File: src/rtl/alu_cmd_driver.sv
// alu_cmd_driver
// Command-side initiator for the pulse-triggered ALU. Takes commands on a
// valid/ready stream and drives one operation at a time onto the ALU pins.
// It waits for the one-cycle alu_done pulse and returns result, flags and tag
// on a valid/ready response stream. A watchdog turns a missing alu_done into
// a timeout response.
//
// Build option: define ALU_DRV_CMD_FIFO_EN to place a DEPTH-entry command
// FIFO in front of the FSM. Without it, commands are taken only in IDLE and
// loaded directly on the accept edge.

module alu_cmd_driver #(
   parameter int WIDTH          = 8,
   parameter int TAG_W          = 4,
   parameter int DEPTH          = 4,
   parameter int TIMEOUT_CYCLES = 16
) (
   input  logic             clk,
   input  logic             rst,
   // command stream
   input  logic             cmd_valid,
   output logic             cmd_ready,
   input  logic [3:0]       cmd_opcode,
   input  logic [WIDTH-1:0] cmd_a,
   input  logic [WIDTH-1:0] cmd_b,
   input  logic [TAG_W-1:0] cmd_tag,
   // ALU pins
   output logic [WIDTH-1:0] alu_a,
   output logic [WIDTH-1:0] alu_b,
   output logic [3:0]       alu_opcode,
   output logic             alu_execute,
   input  logic [WIDTH-1:0] alu_result,
   input  logic [3:0]       alu_flags,
   input  logic             alu_done,
   // response stream
   output logic             rsp_valid,
   input  logic             rsp_ready,
   output logic [WIDTH-1:0] rsp_result,
   output logic [3:0]       rsp_flags,
   output logic [TAG_W-1:0] rsp_tag,
   output logic             rsp_timeout,
   // status
   output logic             busy,
   output logic [7:0]       tmo_count
);

   typedef enum logic [1:0] {
      S_IDLE  = 2'd0,
      S_ISSUE = 2'd1,
      S_WAIT  = 2'd2,
      S_RESP  = 2'd3
   } state_t;

   typedef struct packed {
      logic [3:0]       opcode;
      logic [WIDTH-1:0] a;
      logic [WIDTH-1:0] b;
      logic [TAG_W-1:0] tag;
   } cmd_t;

   // Wide enough to hold TIMEOUT_CYCLES, the value reached on the last WAIT cycle.
   localparam int CNT_W = $clog2(TIMEOUT_CYCLES + 1);

   // Elaboration-time parameter sanity checks.
   if (TIMEOUT_CYCLES < 2) begin : g_bad_timeout
      $error("alu_cmd_driver: TIMEOUT_CYCLES must be at least 2");
   end
   if (DEPTH < 2 || (DEPTH & (DEPTH - 1)) != 0) begin : g_bad_depth
      $error("alu_cmd_driver: DEPTH must be a power of two and at least 2");
   end

   state_t           state;
   state_t           state_nxt;
   logic [CNT_W-1:0] wait_cnt;
   logic             tmo_hit;
   logic             load;         // FSM takes a command this cycle (IDLE only)
   logic             out_of_reset; // keeps cmd_ready low while rst is applied
   cmd_t             in_cmd;
   cmd_t             load_cmd;

   assign in_cmd  = '{opcode: cmd_opcode, a: cmd_a, b: cmd_b, tag: cmd_tag};
   assign tmo_hit = (wait_cnt == CNT_W'(TIMEOUT_CYCLES - 1));

   // Goes high on the first edge that samples rst low and gates cmd_ready.
   // NOTE: every clocked process uses non-blocking assignments so that all
   // registers sample pre-edge values regardless of evaluation order.
   always_ff @(posedge clk) begin
      if (rst) out_of_reset <= 1'b0;
      else     out_of_reset <= 1'b1;
   end

`ifdef ALU_DRV_CMD_FIFO_EN
   localparam int PTR_W = $clog2(DEPTH);
   localparam logic [PTR_W:0] FULL_CNT = (PTR_W + 1)'(DEPTH);

   cmd_t             fifo_mem [DEPTH];
   logic [PTR_W-1:0] wr_ptr;
   logic [PTR_W-1:0] rd_ptr;
   logic [PTR_W:0]   count;
   logic             push;
   logic             pop;
   logic             full;
   logic             empty;
   logic             idle_hold; // one settling IDLE cycle after each response

   assign full      = (count == FULL_CNT);
   assign empty     = (count == '0);
   assign cmd_ready = out_of_reset & ~full;
   assign push      = cmd_valid & cmd_ready;
   assign load      = (state == S_IDLE) & ~empty & ~idle_hold;
   assign pop       = load;
   assign load_cmd  = fifo_mem[rd_ptr];

   // Command storage: written on push only.
   // NOTE: storage is deliberately not reset; the registered count guarantees
   // no entry is read before it has been written.
   always_ff @(posedge clk) begin
      if (push) fifo_mem[wr_ptr] <= in_cmd;
   end

   // Pointers and occupancy count; push and pop may coincide when not full.
   always_ff @(posedge clk) begin
      if (rst) begin
         wr_ptr <= '0;
         rd_ptr <= '0;
         count  <= '0;
      end else begin
         if (push) wr_ptr <= wr_ptr + 1'b1;
         if (pop)  rd_ptr <= rd_ptr + 1'b1;
         case ({push, pop})
            2'b10:   count <= count + 1'b1;
            2'b01:   count <= count - 1'b1;
            default: count <= count;
         endcase
      end
   end

   // Holds off the pop for one cycle after a response handshake, which sets
   // the queued-command cadence to one operation every five cycles.
   always_ff @(posedge clk) begin
      if (rst) idle_hold <= 1'b0;
      else     idle_hold <= (state == S_RESP) & rsp_ready;
   end
`else
   assign cmd_ready = out_of_reset & (state == S_IDLE);
   assign load      = cmd_valid & cmd_ready;
   assign load_cmd  = in_cmd;
`endif

   // FSM state register.
   always_ff @(posedge clk) begin
      if (rst) state <= S_IDLE;
      else     state <= state_nxt;
   end

   // FSM next-state logic; alu_done is only looked at in WAIT.
   // NOTE: state_nxt gets a default before the case so no path infers a latch.
   always_comb begin
      state_nxt = state;
      case (state)
         S_IDLE:  if (load) state_nxt = S_ISSUE;
         S_ISSUE: state_nxt = S_WAIT;
         S_WAIT:  if (alu_done || tmo_hit) state_nxt = S_RESP;
         S_RESP:  if (rsp_ready) state_nxt = S_IDLE;
         default: state_nxt = S_IDLE;
      endcase
   end

   // FSM outputs, decoded straight from the state register.
   always_comb begin
      alu_execute = (state == S_ISSUE);
      rsp_valid   = (state == S_RESP);
      busy        = (state != S_IDLE);
   end

   // Watchdog: counts WAIT cycles, cleared while the execute pulse is out.
   always_ff @(posedge clk) begin
      if (rst)                   wait_cnt <= '0;
      else if (state == S_ISSUE) wait_cnt <= '0;
      else if (state == S_WAIT)  wait_cnt <= wait_cnt + 1'b1;
   end

   // Operand, opcode and tag registers: written only on a load in IDLE, so
   // they are stable through ISSUE, WAIT and RESP.
   always_ff @(posedge clk) begin
      if (rst) begin
         alu_a      <= '0;
         alu_b      <= '0;
         alu_opcode <= '0;
         rsp_tag    <= '0;
      end else if (load) begin
         alu_a      <= load_cmd.a;
         alu_b      <= load_cmd.b;
         alu_opcode <= load_cmd.opcode;
         rsp_tag    <= load_cmd.tag;
      end
   end

   // Response capture in WAIT: a done pulse wins over a coincident timeout.
   always_ff @(posedge clk) begin
      if (rst) begin
         rsp_result  <= '0;
         rsp_flags   <= '0;
         rsp_timeout <= 1'b0;
         tmo_count   <= '0;
      end else if (state == S_WAIT) begin
         if (alu_done) begin
            rsp_result  <= alu_result;
            rsp_flags   <= alu_flags;
            rsp_timeout <= 1'b0;
         end else if (tmo_hit) begin
            rsp_result  <= '0;
            rsp_flags   <= '0;
            rsp_timeout <= 1'b1;
            if (tmo_count != 8'hFF) tmo_count <= tmo_count + 1'b1;
         end
      end
   end

endmodule

File: config.mk
export PLATFORM = sky130hd
export DESIGN_NAME = alu_cmd_driver
export DESIGN_NICKNAME = d
export VERILOG_FILES = /design/src/rtl/alu_cmd_driver.sv
export SDC_FILE = /design/constraint.sdc
export NUM_CORES = 1
export LEC_CHECK = 0
export CAP_MARGIN = 20
export CORE_MARGIN = 2
export CORE_UTILIZATION = 45
export DETAILED_ROUTE_END_ITERATION = 10
export GPL_TIMING_DRIVEN = 0
export PLACE_DENSITY = 0.84
export SLEW_MARGIN = 20
export SYNTH_ARGS = -nofsm -noshare
export SYNTH_HDL_FRONTEND = slang
export SYNTH_SLANG_ARGS = --single-unit
File: constraint.sdc
create_clock -name clk -period 2.9 [get_ports clk]
set_input_delay 0.29 -clock clk [delete_from_list [all_inputs] [get_ports clk]]
set_output_delay 0.29 -clock clk [all_outputs]
set_load 0.01 [all_outputs]
==> results of run 1 <==
==> sequential cells by signal, indices dropped and copies added (netlist names) <==
register	flops
alu_a	8
alu_b	8
rsp_result	8
tmo_count	8
wait_cnt	5
alu_opcode	4
rsp_flags	4
rsp_tag	4
state	2
out_of_reset	1
rsp_timeout	1
==> layout make-up <==
type | instances | area (µm²) | area share (%)
timing repair buffer | 88 | 880.8 | 27.78
tap | 52 | 65.06 | 2.052
buffer | 15 | 68.82 | 2.170
multi-input combinational | 167 | 953.4 | 30.07
clock buffer | 6 | 72.57 | 2.289
inverter | 8 | 30.03 | 0.9471
sequential | 53 | 1061 | 33.46
clock inverter | 2 | 38.79 | 1.223
==> path summary, 6_finish.rpt <==
check	to	slack, ns	cells after the start
worst max register to register	tmo_count[5]$_SDFFE_PP0P_	0.97	6
worst max-delay path	cmd_ready	0.90	4
worst min-delay path	out_of_reset$_DFF_P_	0.34	2
worst min register to register	alu_b[5]$_SDFFE_PP0P_	0.46	2
==> cell usage in the layout, fill, tap and decap left out, types with 5 or more instances in the layout <==
cell / instances
clkdlybuf4s50_1: 88
a21oi_1: 28
dfxtp_1: 53
inv_1: 8
nand2_1: 54
buf_2: 7
ha_1: 7
a22oi_1: 12
nor3_1: 8
nor2_1: 18
clkbuf_1: 7
clkbuf_8: 5
==> through the flow <==
stage / hold slack (ns) / util [%] / total power [mW] / cells / area [µm²]
CTS: 0.3336 / 71.34 / 1.925 / 391 / 3171
detailed placement: 0.4455 / 68.83 / 1.430 / 383 / 3059
floorplan: 0.4260 / - / 1.162 / 243 / 2113
global route: 0.3690 / 71.34 / 2.012 / 391 / 3171
global placement: 0.4413 / 68.83 / 1.420 / 383 / 3059
finish: 0.3360 / 71.34 / 1.911 / 391 / 3171
==> layer usage <==
metal	vias to the layer above	wire length (µm)
li1	1020	-
met1	889	2351
met2	70	2323
met3	5	442
met4	0	37
met5	-	0
==> where the power goes <==
group / switching (mW) / internal (mW) / leakage (nW)
registers: 0.0448 / 0.800 / 0.430
logic: 0.273 / 0.293 / 0.671
clock network: 0.240 / 0.259 / 0.0554
==> logic make-up (layout without fill, tap and decap cells) <==
family | after synthesis | after routing | synth area share [%]
AO/OA/AOI/OAI | 52 | 52 | 15.39
multiplexers | 5 | 5 | 2.487
buffers and inverters | 23 | 119 | 4.677
flip-flops | 53 | 53 | 50.21
adder cells (fa/ha/maj) | 7 | 7 | 4.144
XOR/XNOR | 3 | 3 | 1.244
AND/OR/NAND/NOR | 100 | 100 | 21.85
==> critical path, delay by kind of cell (launching register included) <==
family,cells,cell delay [ns]
buf+inv,2,0.62
flops,1,0.36
fa+ha+maj,1,0.25
simple gates,1,0.17
==> results.ini, run 1 <==
[status]
outcome = complete, no violations

[die]
coreArea_um2 = 4444
boundaryPins = 90
initial_utilization_pct = 47.55
die_h_um = 72.53
rows = 24
die_w_um = 72.53
dieArea_um2 = 5261

[worst_setup_path]
cp-start-kind = flop
critPathMaxStageDelay_ns = 0.53
cp.arrival_ns = 1.71
crit_fanout = 6
critPathSlowestCell = clkdlybuf4s50_1
crit_path_start = state[0]$_SDFFE_PP0P_
r2r-start = wait_cnt[0]$_SDFFE_PP0N_
worstPathCellList = inv_1, ha_1, and2_1, clkdlybuf4s50_1
critPathRequiredTime_ns = 2.61
cp-end-kind = output pin
criticalPathCategory = reg -> out

[clocking]
root_buffer = clkbuf_8
path_clk_slew_ns = 0.10
cts_setup_buffers = 0
h-tree-depth = 2
clockBufferDepth = 2
cts_num_sinks = 53
hold_buffers = 0
clk_latency_ns = 0.30
cts_tree = built
cts_buffers = 5
post_cts_resized = 0

[global_routing]
grt_start_max_net_pins = 17
busiest_layer = met2
met1_usage_pct = 23.56
grt_usage_pct = 18.48
antenna_found_initial = 0
met3_usage_pct = 6.250
grt_first_pass_wirelength_um = 7824
grt_pass1_vias = 1798
grtUsageMet2_pct = 30.30
overflow = 0

[synth]
syn_area_um2 = 2113
synth-edff-count = 0
ys_async_sr_fraction_pct = 0
synth_nets = 291
yosysWarnings = 0
syn_inst = 243
synth_ff_type = dfxtp_1
post_synth_num_cell_types = 38
yosysMostFrequentCell = nand2_1
synthTopCellsByCount = nand2_1, dfxtp_1, a21oi_1
ys_top_cells_by_area = dfxtp_1, nand2_1, a21oi_1, a22oi_1, ha_1
ys_seq_area_share_pct = 50.21
syn_avg_cell_area_um2 = 8.697
synth_top_cell_by_area = dfxtp_1
synthDominantCellAreaShare_pct = 50.21
ys_ff_latch = 53

[timing]
finalSetupViolCount = 0
tns_ns = 0
relSlewSlack_pct = 68.98
hold_viol_final = 0
tightest_slew_ns = 0.4653
timing.fmax_ghz = 0.5010
finClkSkew_ns = 0.005899
drv_slew = 0
final.period_utilization_pct = 68.83
setup_ws_ns = 0.9039
rsz0062_at_grt = no
period_needed_ns = 1.996

[routing]
viasPerCell = 5.074
drt_iter0_drc = 97
drc = 0
drt_pre_antenna_iters = 4
antenna_left = 0
wirelength_um = 5154
drt-wirelength-per-cell_um = 13.18
vias = 1984

[power]
power_density_nw_per_um2 = 602.8
p_leak_nw = 1.157
ir_drop_v = 0.0003242

[final_layout]
area_growth_pct = 50.03
drive_gt1_share_pct = 5.605
nFillCells = 370
n_antenna_cell = 0
fin_nets = 386

[job]
maxCapViolCount = 0

[worst_hold_path]
min_from = rst
min_path_type = in -> reg

[placement]
dp_hpwl_um = 3777
post-place-ws_ns = 1.007
place_congestion = 0.8596
port_buffers = 88

Note: power is estimated with default switching activity, not from simulation.
==> inputs of run 2 (changes only) <==
- CORE_UTILIZATION: 45 -> 38
- PLACE_DENSITY: 0.84 -> 0.76
- clock period: 2.9 -> 1.81 ns (I/O delays scaled with it)
==> results.ini, run 2 (synthesized netlist as in run 1, its figures left out) <==
[timing]
tightest_slew_ns = 0.4729  ; +0.007578 ns
drv_slew = 0  ; unchanged
setup_ws_ns = 0.01770  ; -0.8862 ns
finalSetupViolCount = 0  ; unchanged
timing.fmax_ghz = 0.5579
relSlewSlack_pct = 68.47  ; -0.51 points
hold_ws_ns = 0.2134  ; -0.1226 ns
hold_viol_final = 0  ; unchanged
period_needed_ns = 1.792
rsz0062_at_grt = yes
finClkSkew_ns = 0.007060  ; +0.001161 ns
final.period_utilization_pct = 99.02

[clocking]
clk_latency_ns = 0.30  ; about the same
clockBufferDepth = 2  ; unchanged
cts_buffers = 5  ; unchanged
path_clk_slew_ns = 0.09  ; about the same
root_buffer = clkbuf_8
h-tree-depth = 2  ; unchanged
cts_num_sinks = 53  ; unchanged
cts_tree = built

[worst_setup_path]
regToRegEndpoint = tmo_count[5]$_SDFFE_PP0P_
r2r-start = wait_cnt[1]$_SDFFE_PP0N_
ff2ff_setup_slack_ns = 0.02  ; -0.95 ns
cp.arrival_ns = 1.99  ; +0.28 ns
critPathRequiredTime_ns = 2.01  ; -0.60 ns
cp-end-kind = flop
cp-start-kind = flop
crit_end = tmo_count[5]$_SDFFE_PP0P_
crit_path_start = wait_cnt[1]$_SDFFE_PP0N_
r2r_cells = 6  ; unchanged
criticalPathCategory = reg -> reg
crit_fanout = 6  ; unchanged

[global_routing]
grt_start_max_net_pins = 15  ; -2
overflow = 0  ; unchanged
antenna_found_initial = 0  ; unchanged
grt_pass1_vias = 1840  ; +2.3%
grt_usage_pct = 16.85  ; -1.6 points
grt_first_pass_wirelength_um = 8252  ; +5.5%

[final_layout]
final_cell_mix = clkdlybuf4s50_1, nand2_1, dfxtp_1
area_growth_pct = 54.94
fin_nets = 391  ; +1.3%
drive_gt1_share_pct = 9.913  ; +4.3 points
fin_area_um2 = 3274  ; +3.3%
n_antenna_cell = 0  ; unchanged
multi_input_area_um2 = 1011  ; +6.0%
seq_area_um2 = 1071  ; +0.94%
nFillCells = 493  ; +33%
utilization_pct = 60.20  ; -11 points
layout_commonest_cell = clkdlybuf4s50_1

[routing]
antenna_left = 0  ; unchanged
drc = 0  ; unchanged
vias = 2003  ; +0.96%
drt_iter0_drc = 58  ; -40%
wirelength_um = 5363  ; +4.1%
drt-wirelength-per-cell_um = 12.92  ; -2.0%
viasPerCell = 4.827  ; -4.9%
drt_pre_antenna_iters = 5  ; +1

[power]
p_leak_nw = 1.168  ; +0.98%
ir_drop_v = 0.0004371  ; +35%
power_density_nw_per_um2 = 902.7  ; +50%

[placement]
dp_hpwl_um = 3902  ; +3.3%
place_congestion = 0.8242  ; -4.1%
post-place-ws_ns = -0.1072  ; -1.114 ns
port_buffers = 88  ; unchanged
post_dp_cell_area_um2 = 3084  ; +0.82%

[die]
boundaryPins = 90  ; unchanged
die_w_um = 78.58  ; +8.3%
dieArea_um2 = 6174  ; +17%
coreArea_um2 = 5439  ; +22%
rows = 27  ; +13%
die_h_um = 78.58  ; +8.3%
initial_utilization_pct = 38.85  ; -8.7 points

[status]
outcome = complete, no violations

[job]
maxCapViolCount = 0  ; unchanged

[worst_hold_path]
min_path_type = in -> reg

## run 2: worst max-delay path, cell delays in order (launching register included)
cell and delay, ns:
dfxtp_4 0.38, ha_4 0.13, and3_4 0.19, ha_4 0.16
nand3b_1 0.18, nor4_2 0.32, mux2_1 0.34
## run 2: final cells by class
cell class / count / share of cell area, %
Inverter: 8 / 0.9171
Timing Repair Buffer: 93 / 28.01
Tap cell: 72 / 2.751
Clock buffer: 7 / 2.637
Multi-Input combinational cell: 167 / 30.88
Buffer: 15 / 2.102
Sequential cell: 53 / 32.71
## run 2: metrics by stage
step / total power, mW / TNS, ns / std cells
finish: 2.956 / 0 / 415
global route: 3.149 / -0.1233 / 415
CTS: 2.962 / 0 / 411
detailed placement: 2.296 / -0.4574 / 403
global placement: 2.275 / -0.4554 / 403
floorplan: 1.861 / 0 / 243
## run 2: repair_timing
| action | in CTS | in global routing |
|---|---|---|
| resized for setup | 7 | 12 |
| setup buffers | 1 | 4 |
| pin swaps | 2 | 2 |
| endpoints found under the setup margin | 16 | 8 |
| hold buffers | 0 | 0 |
## run 2: how the worst min path moves through the flow
| stage | start | endpoint | cells after the start |
|---|---|---|---|
| floorplan | cmd_a[0] | alu_a[0]$_SDFFE_PP0P_ | 2 |
| global placement | alu_a[4]$_SDFFE_PP0P_ | alu_a[4]$_SDFFE_PP0P_ | 2 |
| detailed placement | alu_b[3]$_SDFFE_PP0P_ | alu_b[3]$_SDFFE_PP0P_ | 2 |
| CTS | rst | out_of_reset$_DFF_P_ | 2 |
| global route | rst | out_of_reset$_DFF_P_ | 2 |
| finish | rst | out_of_reset$_DFF_P_ | 2 |
## run 2: metal layers
layer	wire length, µm	vias up	global-route usage (%)
met1	2356	903	19.81
li1	-	1032	-
met3	468	5	6.322
met4	60	0	4.737
met5	0	-	0
met2	2477	63	28.63
## run 2: report_power, final
part | switching [mW] | leakage, nW | internal [mW] | total (mW)
Sequential | 0.0729 | 0.433 | 1.29 | 1.36
Combinational | 0.448 | 0.691 | 0.480 | 0.929
Clock | 0.362 | 0.0443 | 0.304 | 0.666
